<file path="config.mk">
export PLATFORM = sky130hd
export DESIGN_NAME = seg_scan_decoder
export DESIGN_NICKNAME = d
export VERILOG_FILES = /design/src/rtl/seg_scan_decoder.sv
export SDC_FILE = /design/constraint.sdc
export NUM_CORES = 1
export LEC_CHECK = 0
export ABC_AREA = 0
export BUFFER_PORTS_ARGS = -buffer_cell sky130_fd_sc_hd__buf_2
export CELL_PAD_IN_SITES_DETAIL_PLACEMENT = 0
export CELL_PAD_IN_SITES_GLOBAL_PLACEMENT = 1
export CORE_UTILIZATION = 38
export DETAILED_ROUTE_END_ITERATION = 12
export GPL_TIMING_DRIVEN = 0
export HOLD_SLACK_MARGIN = 0.15
export PLACE_DENSITY = 0.76
export SLEW_MARGIN = 10
export SYNTH_ARGS = -nofsm -noshare
export SYNTH_HDL_FRONTEND = slang
export SYNTH_SLANG_ARGS = --single-unit
</file>
<file path="constraint.sdc">
create_clock -name clk -period 2.75 [get_ports clk]
set_clock_uncertainty 0.05 [all_clocks]
set_input_delay 0.55 -clock clk [delete_from_list [all_inputs] [get_ports clk]]
set_output_delay 0.55 -clock clk [all_outputs]
set_load 0.005 [all_outputs]
</file>
<file path="src/rtl/seg_scan_decoder.sv">
// Receive side of the two-digit multiplexed seven-segment bus: debounce, decode, pair up.
// Optional link timeout is enabled with `define SEGDEC_TIMEOUT_EN.
module seg_scan_decoder #(
  parameter int unsigned SETTLE   = 8,
  parameter int unsigned CNT_BITS = 4,
  parameter int unsigned TIMEOUT  = 16000,
  parameter int unsigned TO_BITS  = 15
) (
  input  logic       clk,
  input  logic       rst,
  input  logic [6:0] seg_in,
  input  logic       sel_in,
  output logic [3:0] digit_hi,
  output logic [3:0] digit_lo,
  output logic       pair_valid,
  output logic       seg_err,
  output logic       link_up
);

  typedef enum logic [0:0] {StWaitHi, StWaitLo} state_e;

  localparam logic [CNT_BITS-1:0] CntMax = CNT_BITS'(SETTLE - 1);

  // Sampler and settle detection
  logic [7:0]          sample_in;
  logic [7:0]          s_reg;
  logic [CNT_BITS-1:0] cnt_q;
  logic                captured_q;
  logic                capture;

  assign sample_in = {sel_in, seg_in};

  always_ff @(posedge clk) begin
    if (rst) begin
      s_reg      <= 8'h00;
      cnt_q      <= '0;
      captured_q <= 1'b0;
    end else begin
      s_reg <= sample_in;
      if (sample_in != s_reg) begin
        cnt_q      <= '0;
        captured_q <= 1'b0;
      end else if (cnt_q < CntMax) begin
        cnt_q <= cnt_q + CNT_BITS'(1);
      end else if (!captured_q) begin
        captured_q <= 1'b1;
      end
    end
  end

  // One capture per stable interval: the edge where the count is full and nothing was taken yet
  assign capture = (sample_in == s_reg) && (cnt_q >= CntMax) && !captured_q;

  // Pattern decode of the settled sample
  logic [3:0] nib;
  logic       seg_valid;
  logic       seg_blank;

  always_comb begin
    nib       = 4'h0;
    seg_valid = 1'b1;
    seg_blank = 1'b0;
    case (s_reg[6:0])
      7'h3F: nib = 4'h0;
      7'h06: nib = 4'h1;
      7'h5B: nib = 4'h2;
      7'h4F: nib = 4'h3;
      7'h66: nib = 4'h4;
      7'h6D: nib = 4'h5;
      7'h7D: nib = 4'h6;
      7'h07: nib = 4'h7;
      7'h7F: nib = 4'h8;
      7'h6F: nib = 4'h9;
      7'h77: nib = 4'hA;
      7'h7C: nib = 4'hB;
      7'h39: nib = 4'hC;
      7'h5E: nib = 4'hD;
      7'h79: nib = 4'hE;
      7'h71: nib = 4'hF;
      7'h00: begin
        seg_valid = 1'b0;
        seg_blank = 1'b1;
      end
      default: seg_valid = 1'b0;
    endcase
  end

  // Pairing FSM
  state_e     state_q, state_d;
  logic [3:0] hi_tmp_q, hi_tmp_d;
  logic [3:0] digit_hi_q, digit_hi_d;
  logic [3:0] digit_lo_q, digit_lo_d;
  logic       pair_valid_q, pair_valid_d;
  logic       seg_err_q, seg_err_d;
  logic       link_up_q, link_up_d;

  always_comb begin
    state_d      = state_q;
    hi_tmp_d     = hi_tmp_q;
    digit_hi_d   = digit_hi_q;
    digit_lo_d   = digit_lo_q;
    pair_valid_d = 1'b0;
    seg_err_d    = 1'b0;
    if (capture) begin
      if (seg_blank) begin
        state_d = StWaitHi;
      end else if (!seg_valid) begin
        state_d   = StWaitHi;
        seg_err_d = 1'b1;
      end else begin
        case (state_q)
          StWaitHi: begin
            if (s_reg[7]) begin
              hi_tmp_d = nib;
              state_d  = StWaitLo;
            end
          end
          StWaitLo: begin
            if (s_reg[7]) begin
              hi_tmp_d = nib;
            end else begin
              digit_hi_d   = hi_tmp_q;
              digit_lo_d   = nib;
              pair_valid_d = 1'b1;
              state_d      = StWaitHi;
            end
          end
          default: state_d = StWaitHi;
        endcase
      end
    end
  end

`ifdef SEGDEC_TIMEOUT_EN
  localparam logic [TO_BITS-1:0] ToMax = TO_BITS'(TIMEOUT);

  logic [TO_BITS-1:0] to_cnt_q, to_cnt_d;

  // A commit on the same edge as saturation keeps the link up
  always_comb begin
    link_up_d = link_up_q;
    to_cnt_d  = to_cnt_q;
    if (pair_valid_d) begin
      to_cnt_d  = '0;
      link_up_d = 1'b1;
    end else begin
      to_cnt_d = (to_cnt_q == ToMax) ? ToMax : to_cnt_q + TO_BITS'(1);
      if (to_cnt_d == ToMax) begin
        link_up_d = 1'b0;
      end
    end
  end

  always_ff @(posedge clk) begin
    if (rst) begin
      to_cnt_q <= '0;
    end else begin
      to_cnt_q <= to_cnt_d;
    end
  end
`else
  always_comb begin
    link_up_d = link_up_q | pair_valid_d;
  end
`endif

  always_ff @(posedge clk) begin
    if (rst) begin
      state_q      <= StWaitHi;
      hi_tmp_q     <= 4'h0;
      digit_hi_q   <= 4'h0;
      digit_lo_q   <= 4'h0;
      pair_valid_q <= 1'b0;
      seg_err_q    <= 1'b0;
      link_up_q    <= 1'b0;
    end else begin
      state_q      <= state_d;
      hi_tmp_q     <= hi_tmp_d;
      digit_hi_q   <= digit_hi_d;
      digit_lo_q   <= digit_lo_d;
      pair_valid_q <= pair_valid_d;
      seg_err_q    <= seg_err_d;
      link_up_q    <= link_up_d;
    end
  end

  assign digit_hi   = digit_hi_q;
  assign digit_lo   = digit_lo_q;
  assign pair_valid = pair_valid_q;
  assign seg_err    = seg_err_q;
  assign link_up    = link_up_q;

endmodule

</file>
**Word-level counts from Yosys, hierarchy flattened**

Cells that the tools add are included.

- Add/subtract/negate cells: 1
- Bitwise operators: 4
- Mux-type cells: 13
- Reductions and logical operators: 9
- Order comparisons: 2
- Equality and inequality tests: 18

Operator list:

| operator | count |
|---|---|
| 7-bit equality test, second input constant | 12 |
| 4-bit one-hot mux with 15 select lines | 1 |
| 16-bit OR reduction | 1 |
| 7-bit by 3-bit equality test with 1-bit output, second input constant | 2 |
| 7-bit by 6-bit equality test with 1-bit output, second input constant | 2 |
| 1-bit two-way mux | 11 |
| 8-bit equality test | 1 |
| 8-bit inequality test | 1 |
| 7-bit logical NOT | 1 |
| 5-bit AND reduction | 1 |
| 4-bit by 1-bit adder with 4-bit output, second input constant | 1 |
| 4-bit by 3-bit >= comparator with 1-bit output, second input constant | 1 |
| 4-bit by 3-bit less-than comparator with 1-bit output, second input constant | 1 |
| 4-bit two-way mux | 1 |
| 4-bit AND reduction | 1 |
| 1-bit inverter | 3 |
| 3-bit OR reduction | 1 |
| 1-bit logical AND | 2 |
| 2-bit OR reduction | 1 |
| 1-bit logical NOT | 1 |
| 1-bit bitwise OR | 1 |

- Output and inout bits: 11
- Word-level logic and storage cells: 57
- Register bits: 29

**Longest topological paths before layout**

Gate-level depths: netlist of run 1.

- Depth after elaboration: 7
- Mapped depth: 7
- Mapped depth without buffers: 6

**Worst setup path after synthesis of run 1**

OpenSTA, ideal clock, no wires.

- Path type: in2reg
- Start point: input port seg_in[5]
- End point: register hi_tmp_q[0]
- Data arrival time: 1.567 ns
- Library setup time: 0.132 ns
- Cell stages on the path: 5
- Path slack: 1.001 ns
- Path buffers: 0
- Path through: xnor2_1 -> nand4_4 -> nor3b_4 -> o311ai_4 -> mux2i_1

- Cells in the longest elaborated chain, start to end: 4

Ends and longest elaborated chain:

| item | RTL line | source |
|---|---|---|
| from (decl) | 11 | `input logic [6:0] seg_in,` |
| 8-bit equality test | 52 | `assign capture = (sample_in == s_reg) && (cnt_q >= CntMax) && !captured_q;` |
| 1-bit logical AND (2 in a row) | 52 |  |
| 4-bit AND reduction (no source line) | n/a |  |
| to (signal assigned) | 178 | `hi_tmp_q <= hi_tmp_d;` |
| to (decl) | 90 | `logic [3:0] hi_tmp_q, hi_tmp_d;` |

No other way between the ends.
A chain may end at the register's enable or synchronous reset.

**Final worst setup path of run 1**

- Start point: register cnt_q[0]
- End point: register digit_lo_q[1] (netlist: digit_lo[1])

- Cells in the longest elaborated chain, start to end: 4

Ends and longest elaborated chain:

| item | RTL line | source |
|---|---|---|
| from (decl) | 27 | `logic [CNT_BITS-1:0] cnt_q;` |
| from (signal assigned) | 44 | `cnt_q <= cnt_q + CNT_BITS'(1);` |
| 4-bit by 3-bit >= comparator with 1-bit output | 52 |  |
| 1-bit logical AND (2 in a row) | 52 |  |
| 5-bit AND reduction (no source line) | n/a |  |
| to (signal assigned) | 180 | `digit_lo_q <= digit_lo_d;` |
| to (decl) | 92 | `logic [3:0] digit_lo_q, digit_lo_d;` |

No other way between the ends.

==> out/metrics.yaml, run 1 <==
ys_seq_area_frac: 0.336
power_density_mw_per_mm2: 494
grt_pass1_vias: 1382
avgSynthCellArea_um2: 10.5
routed_wl_um: 3660
cp_max_fo: 5
worstSetupPathType: "reg -> reg"
root_buffer: "clkbuf_8"
clockBufferDepth: 2
firstDrtPassIters: 4
crit_chain: "ha_1 -> a21oi_1 -> a211oi_2 -> nor3b_4 -> o311ai_4 -> mux2i_1"
cts_tree: "yes"
rsz0062_at_grt: "false"
setup_viol_count_final: 0
coreArea_mm2: 0.00435
synth_nets: 176
netlist.area_leader.share: 0.336
antenna_found_initial: 0
finalHoldViolations: 0
worst_slew_pin_slew_ns: 0.487
fin_setup_tns_ns: 0
fmax_mhz: 504
post-route-drc-count: 0
largest_register_ff_count: 8
initial_core_util: 0.397
cp-start-kind: "flip-flop"
min_path_type: "reg -> reg"
via_count: 1294
via_per_inst: 5.30
period_needed_ns: 1.99
ys_ff_latch: 29
crit_buf_inv: 0
rows: 24
maxCapViolCount: 0
ys_top_cells_by_count: "dfxtp_1 (29), mux2i_1 (15), nand2b_1 (14)"
slew_headroom: 0.675
wire_per_inst_um: 15.0
p_total_uw: 990
drive_above_1_share: 0.281
cts_setup_buffers: 0
num-nets-final: 202
grt_usage: 0.172
yosys_warnings: 0
hold_buffers: 0
synth_ff_type: "dfxtp_1"
synth_edf_count: 0
htreeDepth: 2
required_ns: 2.85
postLayoutCellArea_mm2: 0.00201
arrival_ns: 2.08
timing.final.max_slew_violations: 0
area_delta_synth_final_pct: 16.0
die_area_mm2: 0.00482
gp_congestion: 0.822
slowest_stage: "dfxtp_1"
grt_max_degree: 11
end_kind: "flip-flop"
placed_cell_area_mm2: 0.00189
die_y_um: 69.5
io_buffer_count: 19
netlist_area_mm2: 0.00173
irDropWorstVdd_uv: 274
synth_top_area_cell: "dfxtp_1"
yosysUniqueCellTypes: 52
netlist_top_cells_area: "dfxtp_1 (34%), mux2i_1 (8.7%), nand2b_1 (5.1%)"
max_stage_delay_ns: 0.38
outcome: "finished, final reports clean"
cts_inserted_buffers: 5
drtIter0Drc: 67
die_x_um: 69.5
clkTransAtPathRegs_ns: 0.06
cts_resized: 0
fin_crit_sh: 0.722
p_leak_nw: 0.864
cts.sinks: 29
clkLatencyLatePin_ns: 0.28
grt_pass1_wl_um: 6490
netlist_instances: 165
ant_nets: 0
ios: 21
n_antenna_cell: 0
overflow: 0
async_flop_share: 0
path_delay_family: "compound AO/OA/AOI/OAI gates"
yosysMostFrequentCell: "dfxtp_1"
post-dp-hpwl_um: 2800
## layer usage
metal / global-route usage / routed length [µm] / vias to the layer above
li1: - / - / 643
met1: 0.203 / 1630 / 625
met2: 0.285 / 1820 / 18
met3: 0.0494 / 124 / 8
met4: 0.0839 / 78 / 0
met5: 0 / 0 / -
## worst min-delay path, stage by stage, from the launching register on
cell and delay (ns):
dfxtp_1 0.31, inv_1 0.05, a21oi_1 0.05
## logic make-up (layout without fill, tap and decap cells)
group / after synthesis / after routing / synth area share
muxes: 15 / 15 / 0.0868
adders and majority gates: 1 / 1 / 0.00723
buffers and inverters: 17 / 44 / 0.0622
xor gates and xnor gates: 9 / 9 / 0.0651
DFF: 29 / 29 / 0.336
AOI/OAI and AO/OA: 33 / 33 / 0.184
and+or+nand+nor: 61 / 61 / 0.259
## final cells by class
type / count / area [µm²]
buffer: 11 / 85.1
clock buffer: 7 / 86.3
clock inverter: 1 / 30.0
fill: 415 / 2350
inverter: 6 / 22.5
multi-input combinational: 119 / 1040
sequential: 29 / 581
tap: 52 / 65.1
timing repair buffer: 19 / 95.1
## placed cells by master, fill, tap and decap left out, drive strengths merged, types with 2 or more instances in the layout
master / netlist / final
clkbuf: 3 / 10
nand4b: 3 / 3
nor2b: 10 / 10
o21bai: 4 / 4
nor2: 6 / 6
dfxtp: 29 / 29
nand2: 6 / 6
nor3b: 3 / 3
mux2i: 15 / 15
nand4: 2 / 2
inv: 6 / 6
o31ai: 2 / 2
a21oi: 12 / 12
and3b: 2 / 2
o311ai: 2 / 2
nand2b: 14 / 14
buf: 8 / 27
xnor2: 9 / 9
nor3: 3 / 3
or3b: 3 / 3
o21ai: 3 / 3
## report_power, final
| group | switching [mW] | leakage, nW | internal [mW] |
|---|---|---|---|
| combinational | 0.0571 | 0.570 | 0.0473 |
| sequential | 0.00736 | 0.236 | 0.427 |
| clock | 0.157 | 0.0585 | 0.295 |
## metrics by stage
step	utilization	hold slack (ns)	cells	worst slack, ns
CTS	0.461	0.411	244	0.728
finish	0.461	0.407	244	0.765
floorplan	-	0.392	165	1.00
global placement	0.434	0.390	236	0.785
detailed placement	0.434	0.403	236	0.738
global route	0.461	0.423	244	0.618
## final timing paths
kind / startpoint / end / slack [ns] / cells after the start
max reg2reg: cnt_q[0] / digit_lo[1] / 0.76 / 6
min reg2reg: link_up / link_up / 0.41 / 2
max: cnt_q[0] / digit_lo[1] / 0.76 / 6
min: link_up / link_up / 0.41 / 2
Note: power is estimated with default switching activity, not from simulation.
==> run 2: changes to the inputs <==
--- a/config.mk
+++ b/config.mk
@@ -13,7 +13,7 @@
 export DETAILED_ROUTE_END_ITERATION = 12
 export GPL_TIMING_DRIVEN = 0
 export HOLD_SLACK_MARGIN = 0.15
-export PLACE_DENSITY = 0.76
+export PLACE_DENSITY = 0.79
 export SLEW_MARGIN = 10
 export SYNTH_ARGS = -nofsm -noshare
 export SYNTH_HDL_FRONTEND = slang
==> constraint.sdc (replaced) <==
create_clock -name clk -period 1.8 [get_ports clk]
set_clock_uncertainty 0.05 [all_clocks]
set_input_delay 0.36 -clock clk [delete_from_list [all_inputs] [get_ports clk]]
set_output_delay 0.36 -clock clk [all_outputs]
set_load 0.005 [all_outputs]
==> run 2 against run 1 <==
Compared with the run above: the flow now finishes with violations (negative setup slack); count of clock-buffer cells in the layout stayed put; routed wire length is 3.4% higher; register-to-register slack worse by 0.81 ns; sequential power is 53% higher; via count is 1.2% higher; combinational power is 76% higher; sequential cell count stayed put; critical path depth is 1 higher; die area stayed put; non-clock buffer count is 6 higher; worst setup slack worse by 0.81 ns; critical endpoint is now digit_lo[0]; highest routed layer unchanged.
==> out/metrics.yaml, run 2 (synthesis results as in run 1) <==
outcome: "finished, violations left"
violations: "negative setup slack"
place_ws_ns: -0.179
clkTransAtPathRegs_ns: 0.06
die_y_um: 69.5
irDropWorstVdd_uv: 495
placed_cell_area_mm2: 0.00189
largest_register_ff_count: 8
placed_cells: 236
required_ns: 1.96
cp_max_fo: 8
grt_pass1_wl_um: 6290
maxCapViolCount: 0
worst_slew_pin_slew_ns: 0.470
n_antenna_cell: 0
post-dp-hpwl_um: 2700
grt_pass1_vias: 1306
htreeDepth: 2
layout.cells.most_common_list: "dfxtp_1 (22), buf_2 (19), mux2i_1 (14), nand2b_1 (14)"
finalHoldViolations: 0
gp_congestion: 0.850
stdcell_count: 250
drive_above_1_share: 0.384
fin_setup_tns_ns: -0.123
via_count: 1309
rsz0062_at_grt: "true"
drtIter0Drc: 71
ant_nets: 0
fmax_mhz: 542
die_x_um: 69.5
whs_endpoint: "s_reg[7]"
worstReg2RegEnd: "digit_lo[0]"
worst_slack_ns: -0.0442
routed_wl_um: 3780
area_delta_synth_final_pct: 24.3
postLayoutCellArea_mm2: 0.00215
setup_viol_count_final: 5
arrival_ns: 2.01
grt_max_degree: 11
fin_crit_sh: 1.02
initial_core_util: 0.397
timing.final.max_slew_violations: 0
cp-start-kind: "flip-flop"
r2r-start: "s_reg[5]"
min_delay_path_depth: 2
layout.cells.most_common: "dfxtp_1"
r2r_cells: 7
clockBufferDepth: 2
worstSetupPathType: "reg -> reg"
cts_tree: "yes"
coreArea_mm2: 0.00435
via_per_inst: 5.24
power_density_mw_per_mm2: 667
grt_usage: 0.168
min_path_type: "in -> reg"
rows: 24
hold_buffers: 0
die_area_mm2: 0.00482
cts.sinks: 29
antenna_found_initial: 0
reg2reg_slack_ns: -0.04
wire_per_inst_um: 15.1
p_leak_nw: 0.905
root_buffer: "clkbuf_8"
end_kind: "flip-flop"
ios: 21
io_buffer_count: 19
hp-start: "sel_in"
slew_headroom: 0.687
post-route-drc-count: 0
period_needed_ns: 1.84
overflow: 0
num-nets-final: 208
cts_inserted_buffers: 5
firstDrtPassIters: 4
clkLatencyLatePin_ns: 0.28
==> run 2: final cells by class <==
cell class / instances / area [µm²]
flip-flops and latches: 29 / 602
plain buffers: 10 / 90.1
well taps: 52 / 65.1
multi-input cells: 119 / 1120
clock buffers: 7 / 96.3
clock inverters: 1 / 5.00
inverters: 6 / 22.5
fillers: 381 / 2200
repair buffers: 26 / 148
==> run 2: worst max-delay path by stage <==
| stage | from | to | cells after the start |
|---|---|---|---|
| 3_3_place_gp | cnt_q[0] | hi_tmp_q[0] | 6 |
| 3_5_place_dp | cnt_q[0] | hi_tmp_q[0] | 6 |
| 6_report | s_reg[5] | digit_lo[0] | 7 |
| 5_1_grt | s_reg[0] | digit_lo[0] | 7 |
| 2_1_floorplan | cnt_q[0] | hi_tmp_q[0] | 6 |
| 4_1_cts | s_reg[5] | hi_tmp_q[0] | 6 |
==> run 2: metal layers <==
| metal | wire, µm | track usage |
|---|---|---|
| met5 | 0 | 0 |
| met4 | 83 | 0.0816 |
| met3 | 71 | 0.0392 |
| met2 | 1920 | 0.279 |
| met1 | 1710 | 0.203 |
==> run 2: stage by stage <==
step / util / power [mW] / hold slack, ns
after floorplan: - / 0.798 / 0.392
after global placement: 0.434 / 0.832 / 0.389
after detailed placement: 0.434 / 0.836 / 0.395
after CTS: 0.477 / 1.45 / 0.263
after global routing: 0.494 / 1.49 / 0.281
final: 0.494 / 1.43 / 0.270
==> run 2: where the power goes <==
part           internal [mW]  switching (mW)  leakage (nW)  total, mW
combinational         0.0886          0.0941         0.611      0.183
sequential             0.648          0.0147         0.240      0.662
clock                  0.345           0.244        0.0542      0.588
total                   1.08           0.353         0.905       1.43
==> run 2: critical path: stages (launching register included) <==
cell and delay [ns]:
dfxtp_2 0.32, buf_6 0.12, and3b_1 0.19, a32oi_2 0.26
o22ai_4 0.16, o311ai_4 0.31, buf_4 0.17, mux2i_1 0.19
==> run 2: timing repair <==
action | CTS | global route
setup buffers | 3 | 4
cloned | 0 | 0
gates resized for setup | 14 | 16
setup endpoints to repair | 14 | 16
pin swaps | 8 | 8
==> run 3: changes to the inputs <==
--- a/config.mk
+++ b/config.mk
@@ -18,3 +18,4 @@
 export SYNTH_ARGS = -nofsm -noshare
 export SYNTH_HDL_FRONTEND = slang
 export SYNTH_SLANG_ARGS = --single-unit
+export TNS_END_PERCENT = 5
==> run 3 against run 2 <==
Compared with the run above: the flow still finishes with violations (negative setup slack); register-to-register slack is essentially flat; via count is 1.1% lower; cell count shrank 0.80%; sequential share of layout area up 0.33 points; sequential cell count is the same; core utilization decreased by 0.57 points; cell area is 1.2% lower.
==> out/metrics.yaml, run 3 (synthesis results as in run 1) <==
die_area_mm2: 0.00482
timing.final.max_slew_violations: 0
rows: 24
grt_usage: 0.168
worst_slack_ns: -0.0557
antenna_found_initial: 0
slew_headroom: 0.687
finalHoldViolations: 0
die_x_um: 69.5
worstSetupPathType: "reg -> reg"
violations: "negative setup slack"
worst_slew_pin_slew_ns: 0.470
stdcell_count: 248
overflow: 0
post-dp-hpwl_um: 2700
cts_tree: "yes"
rsz0062_at_grt: "true"
r2r_cells: 7
drive_above_1_share: 0.367
slowest_stage: "o311ai_4"
cp-start-kind: "flip-flop"
clkTransAtPathRegs_ns: 0.06
initial_core_util: 0.397
drtIter0Drc: 62
wire_per_inst_um: 15.1
irDropWorstVdd_uv: 494
htreeDepth: 2
layout.cells.most_common_list: "dfxtp_1 (22), buf_2 (19), mux2i_1 (15), nand2b_1 (14)"
num-nets-final: 206
coreArea_mm2: 0.00435
reg2reg_slack_ns: -0.06
ant_nets: 0
cp_max_fo: 10
fmax_mhz: 539
postLayoutCellArea_mm2: 0.00212
whs_ns: 0.270
grt_pass1_vias: 1306
n_antenna_cell: 0
n_fill_cell: 391
whs_endpoint: "s_reg[7]"
arrival_ns: 2.02
startpoint: "s_reg[6]"
maxCapViolCount: 0
outcome: "finished, violations left"
clockBufferDepth: 2
max_stage_delay_ns: 0.31
r2r-start: "s_reg[6]"
cts_inserted_buffers: 5
power_density_mw_per_mm2: 672
via_count: 1294
hold_buffers: 0
p_leak_nw: 0.899
min_delay_path_depth: 2
gp_congestion: 0.850
setup_viol_count_final: 5
required_ns: 1.96
worstReg2RegEnd: "digit_lo[0]"
post-route-drc-count: 0
place_ws_ns: -0.179
root_buffer: "clkbuf_8"
placed_cells: 236
io_buffer_count: 19
period_needed_ns: 1.86
hp-start: "sel_in"
die_y_um: 69.5
grt_max_degree: 11
crit_chain: "clkbuf_4 -> o2111a_1 -> a21oi_2 -> o22ai_4 -> o311ai_4 -> buf_4 -> mux2i_1"
area_delta_synth_final_pct: 22.9
largest_register_ff_count: 8
ios: 21
grt_pass1_wl_um: 6290
fin_crit_sh: 1.03
layout.cells.most_common: "dfxtp_1"
cts.sinks: 29
placed_cell_area_mm2: 0.00189
via_per_inst: 5.22
clkLatencyLatePin_ns: 0.28
routed_wl_um: 3750
firstDrtPassIters: 4
min_path_type: "in -> reg"
end_kind: "flip-flop"
[run 3: changes by cell type in the layout (fill, tap and decap cells not counted), sizes merged]
| cell | before | now |
|---|---|---|
| buf | 33 | 30 |
| clkbuf | 10 | 11 |
[run 3: what timing repair did]
action                     in CTS  in global routing
setup endpoints to repair      14                 16
setup buffers                   3                  2
resized for setup              14                 13
pin swaps                       8                  7
[run 3: how the worst max path moves through the flow]
stage | cells after the start | slack (ns) | end
6_report | 7 | -0.06 | digit_lo[0]
3_3_place_gp | 6 | -0.08 | hi_tmp_q[0]
4_1_cts | 6 | -0.03 | hi_tmp_q[0]
2_1_floorplan | 6 | 0.06 | hi_tmp_q[0]
5_1_grt | 7 | -0.14 | digit_lo[0]
3_5_place_dp | 6 | -0.18 | hi_tmp_q[0]
[run 3: per-layer routing]
| metal | part of all wire | wire [µm] | global-route usage |
|---|---|---|---|
| met4 | 0.022 | 83 | 0.0816 |
| met1 | 0.44 | 1660 | 0.203 |
| met2 | 0.51 | 1910 | 0.279 |
| met3 | 0.026 | 96 | 0.0392 |
| met5 | 0 | 0 | 0 |
[run 3: area by class of cell]
type | count | area (µm²) | share of cell area
inverters | 6 | 22.5 | 0.0106
plain buffers | 10 | 90.1 | 0.0424
clock inverters | 1 | 5.00 | 0.00236
flip-flops and latches | 29 | 602 | 0.283
multi-input cells | 119 | 1110 | 0.523
repair buffers | 24 | 133 | 0.0624
well taps | 52 | 65.1 | 0.0306
clock buffers | 7 | 96.3 | 0.0453
[run 3: power by group]
| group | leakage [nW] | switching, mW | internal (mW) |
|---|---|---|---|
| clock network | 0.0542 | 0.243 | 0.345 |
| logic | 0.605 | 0.0927 | 0.0853 |
| registers | 0.240 | 0.0144 | 0.648 |
| total | 0.899 | 0.350 | 1.08 |
[run 3: metrics by stage]
stage	TNS, ns	util	power, mW
2_1_floorplan	0	-	0.798
3_3_place_gp	-0.781	0.434	0.832
3_5_place_dp	-2.09	0.434	0.836
4_1_cts	-0.147	0.477	1.45
5_1_grt	-1.16	0.488	1.48
6_report	-0.136	0.488	1.43
[run 3: critical path: cells and delay by family (launching register included)]
family	cells	cell delay (ns)
buf+inv	2	0.36
flops	1	0.29
compound gates	4	0.88
mux	1	0.19
